## config.mk

```make
export PLATFORM = sky130hd
export DESIGN_NAME = masku_operand_sequencer_flat
export DESIGN_NICKNAME = d
export VERILOG_FILES = /design/src/rtl/masku_operand_sequencer_if.sv /design/src/rtl/masku_operand_sequencer.sv /design/src/flat_wrapper.sv
export SDC_FILE = /design/constraint.sdc
export NUM_CORES = 1
export LEC_CHECK = 0
export CAP_MARGIN = 0
export CELL_PAD_IN_SITES_DETAIL_PLACEMENT = 1
export CELL_PAD_IN_SITES_GLOBAL_PLACEMENT = 1
export CORE_ASPECT_RATIO = 0.6
export CORE_MARGIN = 1.5
export CORE_UTILIZATION = 26
export CTS_CLUSTER_DIAMETER = 120
export DETAILED_ROUTE_END_ITERATION = 10
export GPL_ROUTABILITY_DRIVEN = 0
export PLACE_DENSITY = 0.69
export SYNTH_ARGS = -nofsm -noshare
export SYNTH_HDL_FRONTEND = slang
export SYNTH_SLANG_ARGS = --single-unit
```

## constraint.sdc

```tcl
create_clock -name clk_i -period 3.25 [get_ports clk_i]
set_clock_uncertainty 0.1 [all_clocks]
set_input_delay 0.65 -clock clk_i [delete_from_list [all_inputs] [get_ports clk_i]]
set_output_delay 0.65 -clock clk_i [all_outputs]
set_load 0.02 [all_outputs]
```

## src/rtl/masku_operand_sequencer_if.sv

```systemverilog
// Handshake bundle between the mask-unit operand sequencer, the lane operand
// queues and the mask-unit execute stage.
interface masku_operand_sequencer_if #(
  parameter int unsigned NrLanes = 4,
  parameter int unsigned VlWidth = 16
);
  logic                   start_valid_i;
  logic                   start_ready_o;
  logic [VlWidth-1:0]     start_vl_i;
  logic [1:0]             start_eew_i;
  logic                   start_use_a_i;
  logic                   start_use_b_i;
  logic                   start_use_m_i;
  logic [NrLanes*3-1:0]   op_valid_i;
  logic [NrLanes*3-1:0]   op_ready_o;
  logic                   beat_valid_o;
  logic                   beat_ready_i;
  logic [VlWidth-1:0]     beat_vl_o;
  logic                   beat_first_o;
  logic                   beat_last_o;
  logic                   busy_o;
  logic                   done_o;
  logic                   flush_i;

  modport slave (
    input  start_valid_i, start_vl_i, start_eew_i,
    input  start_use_a_i, start_use_b_i, start_use_m_i,
    input  op_valid_i, beat_ready_i, flush_i,
    output start_ready_o, op_ready_o, beat_valid_o, beat_vl_o,
    output beat_first_o, beat_last_o, busy_o, done_o
  );

  modport master (
    output start_valid_i, start_vl_i, start_eew_i,
    output start_use_a_i, start_use_b_i, start_use_m_i,
    output op_valid_i, beat_ready_i, flush_i,
    input  start_ready_o, op_ready_o, beat_valid_o, beat_vl_o,
    input  beat_first_o, beat_last_o, busy_o, done_o
  );
endinterface

```

## src/rtl/masku_operand_sequencer.sv

```systemverilog
// Sequences lockstep operand pops across all lanes for one mask instruction,
// emitting one execute beat per cycle while every required queue holds data.
module masku_operand_sequencer #(
  parameter int unsigned NrLanes = 4,
  parameter int unsigned ELEN    = 64,
  parameter int unsigned VlWidth = 16
) (
  input logic                      clk_i,
  input logic                      rst_i,
  masku_operand_sequencer_if.slave io
);

  localparam int unsigned OpW = NrLanes * 3;

  typedef enum logic [1:0] {IDLE, RUN, DONE} state_e;

  state_e             state_q, state_d;
  logic [VlWidth-1:0] rem_q, epb_q, beat_vl;
  logic               first_q, use_a_q, use_b_q, use_m_q;
  logic               in_run, req_ok, start_fire, fire, last;
  logic [OpW-1:0]     op_ready;

  function automatic logic [VlWidth-1:0] calc_epb(input logic [1:0] eew);
    return VlWidth'(NrLanes * ((ELEN / 8) >> eew));
  endfunction

  // Clamp the beat to the elements still outstanding.
  function automatic logic [VlWidth-1:0] sat_beat_vl(input logic [VlWidth-1:0] rem,
                                                     input logic [VlWidth-1:0] epb);
    return (rem < epb) ? rem : epb;
  endfunction

  assign in_run     = (state_q == RUN);
  assign start_fire = (state_q == IDLE) & io.start_valid_i & ~io.flush_i;
  assign last       = (rem_q <= epb_q);
  assign beat_vl    = sat_beat_vl(rem_q, epb_q);

  // Unused operands are treated as always present.
  always_comb begin
    req_ok = 1'b1;
    for (int l = 0; l < NrLanes; l++) begin
      req_ok &= (io.op_valid_i[l*3+0] | ~use_m_q) &
                (io.op_valid_i[l*3+1] | ~use_b_q) &
                (io.op_valid_i[l*3+2] | ~use_a_q);
    end
  end

  assign fire = in_run & req_ok & io.beat_ready_i & ~io.flush_i & ~rst_i;

  always_comb begin
    op_ready = '0;
    for (int l = 0; l < NrLanes; l++) begin
      op_ready[l*3+0] = fire & use_m_q;
      op_ready[l*3+1] = fire & use_b_q;
      op_ready[l*3+2] = fire & use_a_q;
    end
  end

  always_comb begin
    state_d = state_q;
    unique case (state_q)
      IDLE:    if (start_fire) state_d = (io.start_vl_i == '0) ? DONE : RUN;
      RUN:     if (fire && last) state_d = DONE;
      DONE:    state_d = IDLE;
      default: state_d = IDLE;
    endcase
    if (io.flush_i) state_d = IDLE;
  end

  always_ff @(posedge clk_i) begin
    if (rst_i) state_q <= IDLE;
    else       state_q <= state_d;
  end

  always_ff @(posedge clk_i) begin
    if (rst_i) begin
      rem_q   <= '0;
      epb_q   <= '0;
      first_q <= 1'b0;
      use_a_q <= 1'b0;
      use_b_q <= 1'b0;
      use_m_q <= 1'b0;
    end else if (start_fire) begin
      rem_q   <= io.start_vl_i;
      epb_q   <= calc_epb(io.start_eew_i);
      first_q <= 1'b1;
      use_a_q <= io.start_use_a_i;
      use_b_q <= io.start_use_b_i;
      use_m_q <= io.start_use_m_i;
    end else if (fire) begin
      rem_q   <= rem_q - beat_vl;
      first_q <= 1'b0;
    end
  end

  // Beat descriptors come only from registered state; validity tracks the queues.
  assign io.start_ready_o = (state_q == IDLE) & ~io.flush_i;
  assign io.beat_valid_o  = in_run & req_ok & ~io.flush_i & ~rst_i;
  assign io.op_ready_o    = op_ready;
  assign io.beat_vl_o     = in_run ? beat_vl : '0;
  assign io.beat_first_o  = in_run & first_q;
  assign io.beat_last_o   = in_run & last;
  assign io.busy_o        = (state_q != IDLE);
  assign io.done_o        = (state_q == DONE) & ~io.flush_i & ~rst_i;

endmodule

```

## src/flat_wrapper.sv

```systemverilog
// flat-port wrapper written by rule: the top's interface ports become plain ports
module masku_operand_sequencer_flat 
#(
  parameter int unsigned NrLanes = 4,
  parameter int unsigned ELEN    = 64,
  parameter int unsigned VlWidth = 16
)
  (clk_i, rst_i, io_start_valid_i, io_start_vl_i, io_start_eew_i, io_start_use_a_i, io_start_use_b_i, io_start_use_m_i, io_op_valid_i, io_beat_ready_i, io_flush_i, io_start_ready_o, io_op_ready_o, io_beat_valid_o, io_beat_vl_o, io_beat_first_o, io_beat_last_o, io_busy_o, io_done_o);
  masku_operand_sequencer_if #(.NrLanes(NrLanes), .VlWidth(VlWidth)) io_i ();
  input logic clk_i;
  input logic rst_i;
  input wire logic [$bits(io_i.start_valid_i)-1:0] io_start_valid_i;
  input wire logic [$bits(io_i.start_vl_i)-1:0] io_start_vl_i;
  input wire logic [$bits(io_i.start_eew_i)-1:0] io_start_eew_i;
  input wire logic [$bits(io_i.start_use_a_i)-1:0] io_start_use_a_i;
  input wire logic [$bits(io_i.start_use_b_i)-1:0] io_start_use_b_i;
  input wire logic [$bits(io_i.start_use_m_i)-1:0] io_start_use_m_i;
  input wire logic [$bits(io_i.op_valid_i)-1:0] io_op_valid_i;
  input wire logic [$bits(io_i.beat_ready_i)-1:0] io_beat_ready_i;
  input wire logic [$bits(io_i.flush_i)-1:0] io_flush_i;
  output wire logic [$bits(io_i.start_ready_o)-1:0] io_start_ready_o;
  output wire logic [$bits(io_i.op_ready_o)-1:0] io_op_ready_o;
  output wire logic [$bits(io_i.beat_valid_o)-1:0] io_beat_valid_o;
  output wire logic [$bits(io_i.beat_vl_o)-1:0] io_beat_vl_o;
  output wire logic [$bits(io_i.beat_first_o)-1:0] io_beat_first_o;
  output wire logic [$bits(io_i.beat_last_o)-1:0] io_beat_last_o;
  output wire logic [$bits(io_i.busy_o)-1:0] io_busy_o;
  output wire logic [$bits(io_i.done_o)-1:0] io_done_o;
  assign io_i.start_valid_i = io_start_valid_i;
  assign io_i.start_vl_i = io_start_vl_i;
  assign io_i.start_eew_i = io_start_eew_i;
  assign io_i.start_use_a_i = io_start_use_a_i;
  assign io_i.start_use_b_i = io_start_use_b_i;
  assign io_i.start_use_m_i = io_start_use_m_i;
  assign io_i.op_valid_i = io_op_valid_i;
  assign io_i.beat_ready_i = io_beat_ready_i;
  assign io_i.flush_i = io_flush_i;
  assign io_start_ready_o = io_i.start_ready_o;
  assign io_op_ready_o = io_i.op_ready_o;
  assign io_beat_valid_o = io_i.beat_valid_o;
  assign io_beat_vl_o = io_i.beat_vl_o;
  assign io_beat_first_o = io_i.beat_first_o;
  assign io_beat_last_o = io_i.beat_last_o;
  assign io_busy_o = io_i.busy_o;
  assign io_done_o = io_i.done_o;
  masku_operand_sequencer #(.NrLanes(NrLanes), .ELEN(ELEN), .VlWidth(VlWidth)) u_core (.clk_i(clk_i), .rst_i(rst_i), .io(io_i));
endmodule
```

* Yosys cells after proc, flatten, opt, wreduce, memory -nomap -nowiden
Cells that the tools add are included. Widths: inputs -> output; s select.
Storage, ports and cells: bits in registers 36, latch bits 0, memory bits (writable) 0, memory bits (read-only) 0, input bits 38, output and inout bits 34, memories 0
Operators by class: $add $sub $neg 1, multiply operators 0, div/mod/pow operators 0, $lt $le $gt $ge 2, equal/unequal tests 4, shift-type cells 1, multiplexer cells 10, bitwise operators 44, reduce and logical (&&, ||, !) cells 7
Operator list (number):
- $mux 16 | 4
- $and 1x1->1 | 27
- $le 16x16->1 | 1
- $logic_not 16->1 | 1
- $lt 16x16->1 | 1
- $sub 16x16->16 | 1
- $shr 4x2->14 const A | 1
- $or 1x1->1 | 12
- $mux 2 | 3
- $not 1->1 | 5
- $pmux 2 s2 | 1
- $reduce_bool 2->1 | 2
- $eq 2x1->1 const B | 1
- $eq 2x2->1 const B | 1
- $logic_not 2->1 | 1
- $mux 1 | 2
- $ne 2x1->1 const B | 1
- $ne 2x2->1 const B | 1
- $reduce_and 2->1 | 1
- $reduce_or 2->1 | 1
- $logic_and 1x1->1 | 1

* Longest topological paths before layout
Gate-level depths: netlist of the first run.
depth in word-level cells 14, mapped depth 14, mapped depth without buffers 13

* Least setup slack after synthesis of the first run
Ideal clock, no wire load.
kind register to register, from reg u_core.epb_q[3], to reg u_core.rem_q[14], setup time 120 ps, data arrival time 3229 ps, data required time 3030 ps, setup slack -199 ps, stages on the path, launching flop included 14, buffers on the path 1, clock period less this slack 3449 ps, path through dfxtp_1 -> inv_1 -> ha_1 -> nor2b_1 -> o21bai_1 -> and3_1 -> clkbuf_1 -> mux2i_1 -> ha_1 -> a211oi_1 -> nand4_2 -> a31o_4 -> mux2_4 -> a211o_1
On the way: longest elaborated chain between the ends 5
RTL lines:
- from (decl) | line masku_operand_sequencer.sv:18 | logic [VlWidth-1:0] rem_q, epb_q, beat_vl;
- from (signal assigned) | line masku_operand_sequencer.sv:85 | epb_q <= calc_epb(io.start_eew_i);
- $lt 16x16->1 | line masku_operand_sequencer.sv:30 | return (rem < epb) ? rem : epb;
- $mux 16 * | line masku_operand_sequencer.sv:30
- $sub 16x16->16 * | line masku_operand_sequencer.sv:91 | rem_q <= rem_q - beat_vl;
- $mux 16 * | line masku_operand_sequencer.sv:90 | end else if (fire) begin
- $mux 16 * | line masku_operand_sequencer.sv:83 | end else if (start_fire) begin
- to (signal assigned) | line masku_operand_sequencer.sv:84 | rem_q <= io.start_vl_i;
- to (signal assigned) | line masku_operand_sequencer.sv:91
- to (decl) | line masku_operand_sequencer.sv:18
Every way passes the cells marked *; elsewhere a longest branch is shown, timed or not. The select of a mux whose other input is x is not followed. A chain may end at the register's enable or synchronous reset.

* Worst setup path after layout of the first run
Ends and elaborated chain as after synthesis.

==> results.md, run 1 <==
* Final period utilization at 101%
* Worst hold path type: reg2reg
* Ports placed on the boundary at 72
* Busiest metal layer after global routing: met2
* Critical path's largest stage delay at 340 ps
* Number of levels in the clock H-tree at 1
* Share of flip-flops with an asynchronous set or reset at 0%
* Number of instances in the synthesized netlist at 250
* Clock share of power at 33.6%
* Wire per inst at 16.2 um
* Slowest cell on crit path: dfxtp_2
* Antenna cells at 0
* Total global routing track utilization at 17.8%
* Clock transition at the registers of the reported paths at 70 ps
* Initial Utilization at 26.8%
* Sequential Area at 526 um2
* DRT iter0 DRCs at 83
* Root buffer selected by CTS: clkbuf_16
* Final Setup Violations at 2
* Fmax at 306 MHz
* Dominant cell by count in the synthesized netlist: nand2_1
* Total net switching power at 321 uW
* Prevailing post-synth register cell: dfxtp_1
* Slew Limit Fails at 0
* Critical Path End Type: flop
* Non-filler cells in the finished layout at 443
* Largest delay share family, worst path: compound AO/OA/AOI/OAI gates
* Maximum buffer depth of the clock tree at 2
* Number of flops mapped to enable cells by yosys at 0
* Number of buffers inserted by hold repair at cts at 0
* Total grt overflow at 0
* Footprint of the multi-input gates at 0.00134 mm2
* Violations in the final reports: setup timing
* Global-route wire length before repair at 11000 um
* GR Layer Usage met3 at 3.82%
* Hold slack at 387 ps
* Combinational share of power at 34.8%
* Count of different cell masters after synthesis at 54
* Number of standard-cell rows in the floorplan at 24
* Number of buffers created by CTS at 3
* Total Wirelength at 7170 um
* Setup TNS Final at -29.8 ps
* DP HPWL at 5350 um
* Vias/cell at 4.80
* Pin count of the biggest net entering global routing at 26
* Die outline area at 0.00800 mm2
* Util after Layout at 42.6%
* Fraction of the yosys area taken by sequential cells at 26.8%
* Detailed-route DRC error count at 0
* Filler cell count in the final layout at 880
* Antenna violation net count after detailed routing at 0
* Leak Pwr at 0.00133 uW
* Leading cell types by count after synthesis: 31 x nand2_1, 26 x dfxtp_1, 20 x a21oi_1, 19 x buf_4, 19 x nor2_1
* TritonCTS clock tree: done
* Total of buffers placed on input and output ports at 61
* Count of final hold-check violations at 0
* Required arrival time at the worst endpoint at 3310 ps
* Type of element launching the critical path: flop
* Data arrival time of the critical path at 3330 ps
* Clock latency on the worst-skew pair at 270 ps
* Core box area at 0.00724 mm2
* Result of the run: complete, but fails checks
* Number of warnings issued by yosys at 0
* Number of placed instances, taps included at 431
* Peak VDD IR at 0.000223 V
* TritonCTS Sinks at 26
* Cells along the critical path: inv_1 > ha_1 > nor2b_1 > o21bai_1 > and3_1 > buf_6 > mux2i_4 > ha_4 > a211oi_4 > nand4_2 > a31o_4 > mux2_4 > a211o_1
* Cells taking the most area after synthesis: dfxtp_1 27%, buf_4 7.4%, nand2_1 6.0%
* Final Critical Period at 3270 ps
* Sequential share of power at 31.6%
* Mean post-synth cell area at 7.76 um2
* Synth-to-Final Area Change at 58.8%
* Vert. Die Dim at 69.9 um
* Setup Crit Path Kind: reg2reg
* Met1 layer usage reported by global route at 25.5%
* Top-area cell type share of the netlist area at 26.8%
* PwrDens at 357 mW/mm2
* Post-Synthesis Cell Area at 0.00194 mm2
* Cell type with the largest total area after synthesis: dfxtp_1
* Fraction of final layout cells with drive strength greater than 1 at 21.8%
* Overall die width at 114 um
* Maximum fanout along the worst path at 5
* Non-Filler Cell Area, Final at 0.00308 mm2
* Setup ws final at -19.2 ps
* Post-DP Area at 0.00282 mm2
* Internal power at 779 uW
* Met2 track demand over resource in global routing at 27.7%
* Flip-flop and latch count after synthesis at 26
* Unrepaired setup endpoints after global routing: yes
* NumNets Final at 387
* Net Sw Frac at 29.2%
* Vias in the first global route at 2122
* Detailed-route via count at 2126
* Initial antenna violation count at 0
* Sum of buffers and inverters on the critical path at 2
* Count of maximum capacitance violations at 0
* Pre-Repair DR Iteration Count at 4
[state kept, by name, indices dropped and copies added (netlist names)]
signal,count
u_core.rem_q,16
u_core.epb_q,4
u_core.state_q,2
u_core.use_m_q,1
u_core.use_a_q,1
u_core.first_q,1
u_core.use_b_q,1
[power groups by stage]
| stage | clock network, uW | logic [uW] | registers (uW) |
|---|---|---|---|
| after floorplan | 0 | 188 | 352 |
| after global routing | 383 | 413 | 349 |
| after CTS | 374 | 348 | 346 |
| final | 370 | 383 | 347 |
| after global placement | 0 | 325 | 352 |
| after detailed placement | 0 | 331 | 353 |
[metal layers]
metal / share of wire (%) / vias up / routed length, um
met3: 6.2 / 6 / 448
met4: 1.1 / 0 / 76
li1: - / 1054 / -
met1: 49 / 998 / 3520
met2: 44 / 68 / 3130
met5: 0 / - / 0
[timing repair]
action / CTS / global route
setup buffers: 2 / 6
resized for setup: 22 / 19
setup endpoints to repair: 20 / 14
pin swaps: 4 / 11
[tightest hold or removal path: cells and delay by family, from the launching register on]
| kind | cells | cell delay (ps) |
|---|---|---|
| AOI/OAI and AO/OA | 1 | 50 |
| and+or+nand+nor | 1 | 60 |
| DFF | 1 | 330 |
[worst paths after layout]
path	from	end	slack, ps	cells past startpoint
min reg2reg	u_core.use_m_q	u_core.use_m_q	390	2
max reg2reg	u_core.epb_q[3]	u_core.rem_q[14]	-20	13
max	u_core.epb_q[3]	u_core.rem_q[14]	-20	13
min	u_core.use_m_q	u_core.use_m_q	390	2
[area by class of cell]
class	instances	share of cell area (%)
multi-input combinational	196	43.5
sequential	26	17.1
clock buffer	3	2.44
tap	104	4.22
timing repair buffer	108	31.2
clock inverter	1	0.975
inverter	5	0.609
[cells in the final DEF, fill, tap and decap left out, drive strengths merged, types with 3 or more instances in the layout]
master and count:
buf 47, and3 7, nor2 19, inv 5, conb 11, dfxtp 26
o211ai 3, nor3 10, ha 9, o22ai 3, or3 4, dlygate4sd2 14
or2 4, mux2i 5, nand2 31, nand3 5, nor4 8, a221oi 3
clkbuf 3, a21oi 20, o21ai 3, and2 8, xnor2 3, a31oi 4
dlymetal6s2s 3, clkdlybuf4s50 42, nand4 6
[through the flow]
step / total power [uW] / worst slack [ps]
floorplan: 539 / 3.21
global placement: 677 / -23.4
detailed placement: 684 / -82.2
CTS: 1070 / 3.23
global route: 1150 / -150
finish: 1100 / -19.2
[cells by family (layout without fill, tap and decap cells)]
logic type | Yosys count | in the layout | synth area share [%]
DFF | 26 | 26 | 26.8
buffers and inverters | 37 | 117 | 11.0
xor gates and xnor gates | 5 | 5 | 2.26
other | 2 | 11 | 0.387
muxes | 7 | 7 | 3.94
and+or+nand+nor | 110 | 110 | 30.1
AOI/OAI and AO/OA | 54 | 54 | 19.7
adders and majority gates | 9 | 9 | 5.81
(Power assumes the default switching activity.)
==> run 2, diff against run 1 <==
==> constraint.sdc (replaced) <==
create_clock -name clk_i -period 3.25 [get_ports clk_i]
set_clock_uncertainty 0.1 [all_clocks]
set_input_delay 0.325 -clock clk_i [delete_from_list [all_inputs] [get_ports clk_i]]
set_output_delay 0.325 -clock clk_i [all_outputs]
set_load 0.02 [all_outputs]
==> results.md, run 2 (synthesis results as in run 1) <==
* Result of the run: complete, but fails checks
* Violations in the final reports: setup timing
* Count of final hold-check violations at 0 (unchanged)
* Non-Filler Cell Area, Final at 0.00306 mm2 (-0.53%)
* Largest register by flop count: u_core.rem_q
* Number of levels in the clock H-tree at 1 (unchanged)
* Pre-CTS setup slack at -127 ps (-44.6 ps)
* Top library cells by usage in the layout, fill and taps aside: 59 x clkdlybuf4s50_1, 38 x buf_4, 30 x nand2_1
* Util after Layout at 42.3% (-0.22 points)
* Initial antenna violation count at 0 (unchanged)
* Number of buffers created by CTS at 3 (unchanged)
* DP HPWL at 5430 um (+1.6%)
* Clock latency on the worst-skew pair at 270 ps (about the same)
* Maximum buffer depth of the clock tree at 2 (unchanged)
* R2R depth at 11 (-2)
* Fmax at 293 MHz (-4.1%)
* NumNets Final at 380 (-1.8%)
* Antenna violation net count after detailed routing at 0 (unchanged)
* Pin count of the biggest net entering global routing at 26 (unchanged)
* Worst hold path startpoint: u_core.rem_q[7]
* Detailed-route via count at 2146 (+0.94%)
* Pre-Repair DR Iteration Count at 4 (unchanged)
* Setup Crit Path Kind: reg2reg
* Final period utilization at 105% (+4.3 points)
* Sequential share of power at 32.9% (+1.3 points)
* Leak Pwr at 0.00120 uW (-9.8%)
* Total net switching power at 334 uW (+3.9%)
* Die outline area at 0.00800 mm2 (unchanged)
* Net Sw Frac at 31.6% (+2.4 points)
* Cell depth of the worst min-delay path at 2 (unchanged)
* Number of placed instances, taps included at 424 (-1.6%)
* Root buffer selected by CTS: clkbuf_16
* Slowest cell on crit path: or3_4
* Core box area at 0.00724 mm2 (unchanged)
* Vias in the first global route at 2244 (+5.7%)
* Detailed-route DRC error count at 0 (unchanged)
* Non-filler cells in the finished layout at 436 (-1.6%)
* Hold Path End: u_core.rem_q[7]
* Actual slew at the worst max-slew pin at 507 ps
* Worst hold path type: reg2reg
* Filler cell count in the final layout at 880 (unchanged)
* Critical path's largest stage delay at 380 ps (+40 ps)
* Final Setup Violations at 6 (+4)
* Tot Pwr at 1060 uW (-3.9%)
* Combinational share of power at 37.3% (+2.5 points)
* Internal power at 723 uW (-7.1%)
* TritonCTS clock tree: done
* Synth-to-Final Area Change at 58.0%
* Number of standard-cell rows in the floorplan at 24 (unchanged)
* Fraction of final layout cells with drive strength greater than 1 at 21.1% (-0.74 points)
* Footprint of the multi-input gates at 0.00137 mm2 (+2.1%)
* Total grt overflow at 0 (unchanged)
* TritonCTS Sinks at 26 (unchanged)
* Total global routing track utilization at 18.8% (+1.0 points)
* Endpoint of the worst register-to-register path: u_core.rem_q[12]
* Critical Path End Type: flop
* Peak VDD IR at 0.000171 V (-23%)
* Data arrival time of the critical path at 3520 ps (+190 ps)
* Final Critical Period at 3410 ps (+140 ps)
* Count of maximum capacitance violations at 0 (unchanged)
* Clock share of power at 29.8% (-3.8 points)
* Vert. Die Dim at 69.9 um (unchanged)
* Total Wirelength at 7740 um (+8.0%)
* Slew Limit Fails at 0 (unchanged)
* Largest registers in the final layout: u_core.rem_q x16, u_core.epb_q x4, u_core.state_q x2
* Overall die width at 114 um (unchanged)
* Antenna cells at 0 (unchanged)
* Setup ws final at -159 ps (-140 ps)
* PwrDens at 345 mW/mm2 (-3.4%)
* FF-to-FF Start: u_core.rem_q[9]
* Type of element launching the critical path: flop
* Sequential Area at 526 um2 (unchanged)
* DRT iter0 DRCs at 79 (-4.8%)
* Clock transition at the registers of the reported paths at 70 ps (about the same)
* Post-DP Area at 0.00277 mm2 (-1.9%)
* Initial Utilization at 26.8% (unchanged)
* Most frequent standard cell in the layout excluding fill and tap cells: clkdlybuf4s50_1
* Wire per inst at 17.8 um (+9.7%)
* Max-slew headroom at 66.1%
* Maximum fanout along the worst path at 5 (unchanged)
* Total of buffers placed on input and output ports at 61 (unchanged)
* Vias/cell at 4.92 (+2.6%)
* Unrepaired setup endpoints after global routing: yes
* Cells along the critical path: or3_4 > nor4_4 > and3_4 > mux2i_4 > ha_4 > a211oi_4 > nand4_2 > a31o_4 > buf_6 > o41a_1 > nand2_1
* Global-route wire length before repair at 11600 um (+5.5%)
* Ports placed on the boundary at 72 (unchanged)
* Flip-flop count of the largest register after layout at 16 (unchanged)
* Required arrival time at the worst endpoint at 3360 ps (+50 ps)
* Worst setup slack for register-to-register paths at -160 ps (-140 ps)
run 2: cell count changes in the layout (fill, tap and decap cells not counted), sizes merged:
| cell | before | now |
|---|---|---|
| dlymetal6s2s | 3 | 2 |
| buf | 47 | 40 |
| bufinv | 1 | 0 |
| clkbuf | 3 | 4 |
| clkdlybuf4s15 | 2 | 0 |
| clkdlybuf4s50 | 42 | 59 |
| dlygate4sd2 | 14 | 0 |
run 2: how the worst max path moves through the flow:
| stage | depth (start not counted) | endpoint | start |
|---|---|---|---|
| finish | 11 | u_core.rem_q[12] | u_core.rem_q[9] |
| global route | 11 | u_core.rem_q[12] | u_core.rem_q[9] |
| CTS | 11 | u_core.rem_q[12] | u_core.rem_q[11] |
| global placement | 13 | u_core.rem_q[11] | u_core.epb_q[5] |
| detailed placement | 12 | u_core.rem_q[14] | u_core.epb_q[5] |
| floorplan | 13 | u_core.rem_q[14] | u_core.epb_q[3] |
run 2: metrics by stage:
stage / TNS (ps) / hold slack (ps)
after floorplan: 0 / 301
after global routing: -1340 / 402
final: -433 / 382
after global placement: -90.4 / 356
after CTS: 0 / 385
after detailed placement: -627 / 375
run 2: per-layer routing:
layer,vias up,global-route usage [%],part of all wire [%]
li1,1040,-,-
met1,1016,26.9,46
met2,85,29.5,46
met3,5,4.25,7.5
met4,0,2.50,0.52
met5,-,0,0
run 2: what timing repair did:
| action | in CTS | in global routing |
|---|---|---|
| hold buffers | 0 | 0 |
| resized for setup | 10 | 17 |
| pin swaps | 5 | 12 |
| buffers inserted | 2 | 6 |
| endpoints found under the setup margin | 10 | 12 |
| cloned | 0 | 0 |
run 2: power groups by stage:
stage	Sequential [uW]	Clock (uW)	Combinational (uW)
final	348	314	394
after global routing	350	333	421
after CTS	348	318	351
after detailed placement	354	0	329
after global placement	353	0	322
after floorplan	352	0	188
run 2: worst max-delay path: cells and delay by family (launching register included):
| kind | cells | cell delay, ps |
|---|---|---|
| compound gates | 3 | 930 |
| fa+ha+maj | 1 | 260 |
| buf+inv | 1 | 130 |
| flops | 1 | 350 |
| mux | 1 | 290 |
| simple gates | 5 | 1270 |
run 2: layout make-up:
| cell class | count | share of cell area, % |
|---|---|---|
| repair buffers | 101 | 30.4 |
| clock buffers | 4 | 2.90 |
| multi-input cells | 196 | 44.7 |
| flip-flops and latches | 26 | 17.1 |
| well taps | 104 | 4.25 |
| inverters | 5 | 0.612 |
==> run 3, diff against run 2 <==
--- a/config.mk
+++ b/config.mk
@@ -6,15 +6,14 @@
 export NUM_CORES = 1
 export LEC_CHECK = 0
 export CAP_MARGIN = 0
-export CELL_PAD_IN_SITES_DETAIL_PLACEMENT = 1
+export CELL_PAD_IN_SITES_DETAIL_PLACEMENT = 0
 export CELL_PAD_IN_SITES_GLOBAL_PLACEMENT = 1
 export CORE_ASPECT_RATIO = 0.6
 export CORE_MARGIN = 1.5
-export CORE_UTILIZATION = 26
-export CTS_CLUSTER_DIAMETER = 120
+export CORE_UTILIZATION = 28
 export DETAILED_ROUTE_END_ITERATION = 10
 export GPL_ROUTABILITY_DRIVEN = 0
-export PLACE_DENSITY = 0.69
+export PLACE_DENSITY = 0.74
 export SYNTH_ARGS = -nofsm -noshare
 export SYNTH_HDL_FRONTEND = slang
 export SYNTH_SLANG_ARGS = --single-unit
==> results.md, run 3 (synthesis results as in run 1) <==
* Wire per inst at 16.4 um (-7.5%)
* Post-DP Area at 0.00274 mm2 (-1.0%)
* Net Sw Frac at 29.6% (-2.0 points)
* Largest register by flop count: u_core.rem_q
* Total global routing track utilization at 17.3% (-1.5 points)
* Synth-to-Final Area Change at 56.5%
* Fmax at 300 MHz (+2.2%)
* DP HPWL at 4890 um (-10%)
* Vias/cell at 5.22 (+6.0%)
* Pre-CTS setup slack at -109 ps (+17.9 ps)
* Initial Utilization at 29.0% (+2.2 points)
* Final period utilization at 103% (-2.3 points)
* Clock latency on the worst-skew pair at 270 ps (about the same)
* Total of buffers placed on input and output ports at 61 (unchanged)
* Count of final hold-check violations at 0 (unchanged)
* Number of standard-cell rows in the floorplan at 23 (-4.2%)
* Critical path's largest stage delay at 460 ps (+80 ps)
* Count of maximum capacitance violations at 0 (unchanged)
* Pre-Repair DR Iteration Count at 5 (+1)
* Max-slew headroom at 62.8% (-3.3 points)
* Ports placed on the boundary at 72 (unchanged)
* Data arrival time of the critical path at 3390 ps (-130 ps)
* Flip-flop count of the largest register after layout at 16 (unchanged)
* Total Wirelength at 6880 um (-11%)
* Pin count of the biggest net entering global routing at 26 (unchanged)
* Fraction of final layout cells with drive strength greater than 1 at 21.7% (+0.60 points)
* Most frequent standard cell in the layout excluding fill and tap cells: clkdlybuf4s50_1
* Actual slew at the worst max-slew pin at 557 ps (+50.0 ps)
* Initial antenna violation count at 1 (+1)
* Most repeated library cell on the critical path: ha_4
* Root buffer selected by CTS: clkbuf_16
* Type of element launching the critical path: flop
* Number of levels in the clock H-tree at 1 (unchanged)
* Overall die width at 110 um (-3.5%)
* Violations in the final reports: setup timing
* Setup Crit Path Kind: reg2reg
* TritonCTS clock tree: done
* Required arrival time at the worst endpoint at 3300 ps (-60 ps)
* Total grt overflow at 0 (unchanged)
* Peak VDD IR at 0.000303 V (+77%)
* Total net switching power at 325 uW (-2.6%)
* Top library cells by usage in the layout, fill and taps aside: 61 x clkdlybuf4s50_1, 40 x buf_4, 30 x nand2_1
* Detailed-route via count at 2186 (+1.9%)
* Util after Layout at 45.5% (+3.1 points)
* Vert. Die Dim at 67.5 um (-3.5%)
* Non-Filler Cell Area, Final at 0.00304 mm2 (-0.94%)
* Result of the run: complete, but fails checks
* Sum of buffers and inverters on the critical path at 1 (unchanged)
* Final Critical Period at 3330 ps (-75.0 ps)
* Global-route wire length before repair at 10100 um (-14%)
* Maximum fanout along the worst path at 5 (unchanged)
* Maximum buffer depth of the clock tree at 2 (unchanged)
* TritonCTS Sinks at 26 (unchanged)
* Clock share of power at 33.8% (+4.0 points)
* Final Setup Violations at 2 (-4)
* Leak Pwr at 0.00118 uW (-1.7%)
* DRT iter0 DRCs at 167 (+110%)
* Setup ws final at -84.0 ps (+75.0 ps)
* Cells along the critical path: ha_4 > a211oi_4 > and3_4 > mux2i_4 > ha_4 > buf_4 > a21oi_1 > nand2_1 > a31o_4 > mux2_4 > a211o_1
* Core box area at 0.00668 mm2 (-7.7%)
* Number of buffers created by CTS at 3 (unchanged)
* Antenna cells at 0 (unchanged)
* Largest delay share family, worst path: compound AO/OA/AOI/OAI gates
* Antenna violation net count after detailed routing at 0 (unchanged)
* Clock transition at the registers of the reported paths at 70 ps (about the same)
* Largest registers in the final layout: u_core.rem_q x16, u_core.epb_q x4, u_core.state_q x2
* Sequential share of power at 31.7% (-1.2 points)
* Tot Pwr at 1100 uW (+4.0%)
* Worst hold path type: reg2reg
* Unrepaired setup endpoints after global routing: yes
* Die outline area at 0.00745 mm2 (-6.9%)
* Vias in the first global route at 1971 (-12%)
* Slowest cell on crit path: dfxtp_1
* Internal power at 774 uW (+7.0%)
* NumNets Final at 380 (unchanged)
* PwrDens at 362 mW/mm2 (+5.0%)
* Combinational share of power at 34.5% (-2.8 points)
* Slew Limit Fails at 0 (unchanged)
* Critical Path End Type: flop
* Detailed-route DRC error count at 0 (unchanged)
* Hold slack at 371 ps (-11.4 ps)
run 3: worst paths after layout:
path / cells after the start / endpoint / slack, ps / start
max: 11 / u_core.rem_q[14] / -80 / u_core.rem_q[5]
min: 2 / u_core.use_m_q / 370 / u_core.use_m_q
min reg2reg: 2 / u_core.use_m_q / 370 / u_core.use_m_q
max reg2reg: 11 / u_core.rem_q[14] / -80 / u_core.rem_q[5]
run 3: layout make-up:
class	count	area (um2)
well taps	87	109
clock inverters	1	30.0
fillers	677	3640
flip-flops and latches	26	523
repair buffers	101	911
inverters	5	18.8
multi-input cells	196	1370
clock buffers	3	75.1
run 3: routing by layer:
metal	global-route usage, %	share of wire [%]	vias up
met5	0	0	-
met4	3.04	0.52	0
met3	4.22	11	4
met2	26.5	42	126
met1	24.9	47	1012
li1	-	-	1044
run 3: worst register-to-register path, stage by stage (launching register included):
cell	delay [ps]
dfxtp_1	460
ha_4	260
a211oi_4	270
and3_4	320
mux2i_4	300
ha_4	250
buf_4	140
a21oi_1	200
nand2_1	150
a31o_4	260
mux2_4	250
a211o_1	270
run 3: power by group through the flow:
stage               combinational (uW)  clock (uW)  sequential, uW
floorplan                          188           0             352
global placement                   317           0             353
detailed placement                 317           0             353
CTS                                331         377             346
global route                       404         389             350
finish                             379         371             348
run 3: what timing repair did:
item | in CTS | in global routing
hold endpoints to repair | 0 | 0
setup buffers | 1 | 8
setup endpoints to repair | 9 | 11
hold buffers | 0 | 0
gates resized for setup | 7 | 17
pin swaps | 4 | 13
run 3: metrics by stage:
step	setup TNS, ps	std cells
2_1_floorplan	0	259
3_3_place_gp	-117	406
3_5_place_dp	-361	406
4_1_cts	0	411
5_1_grt	-629	419
6_report	-167	419
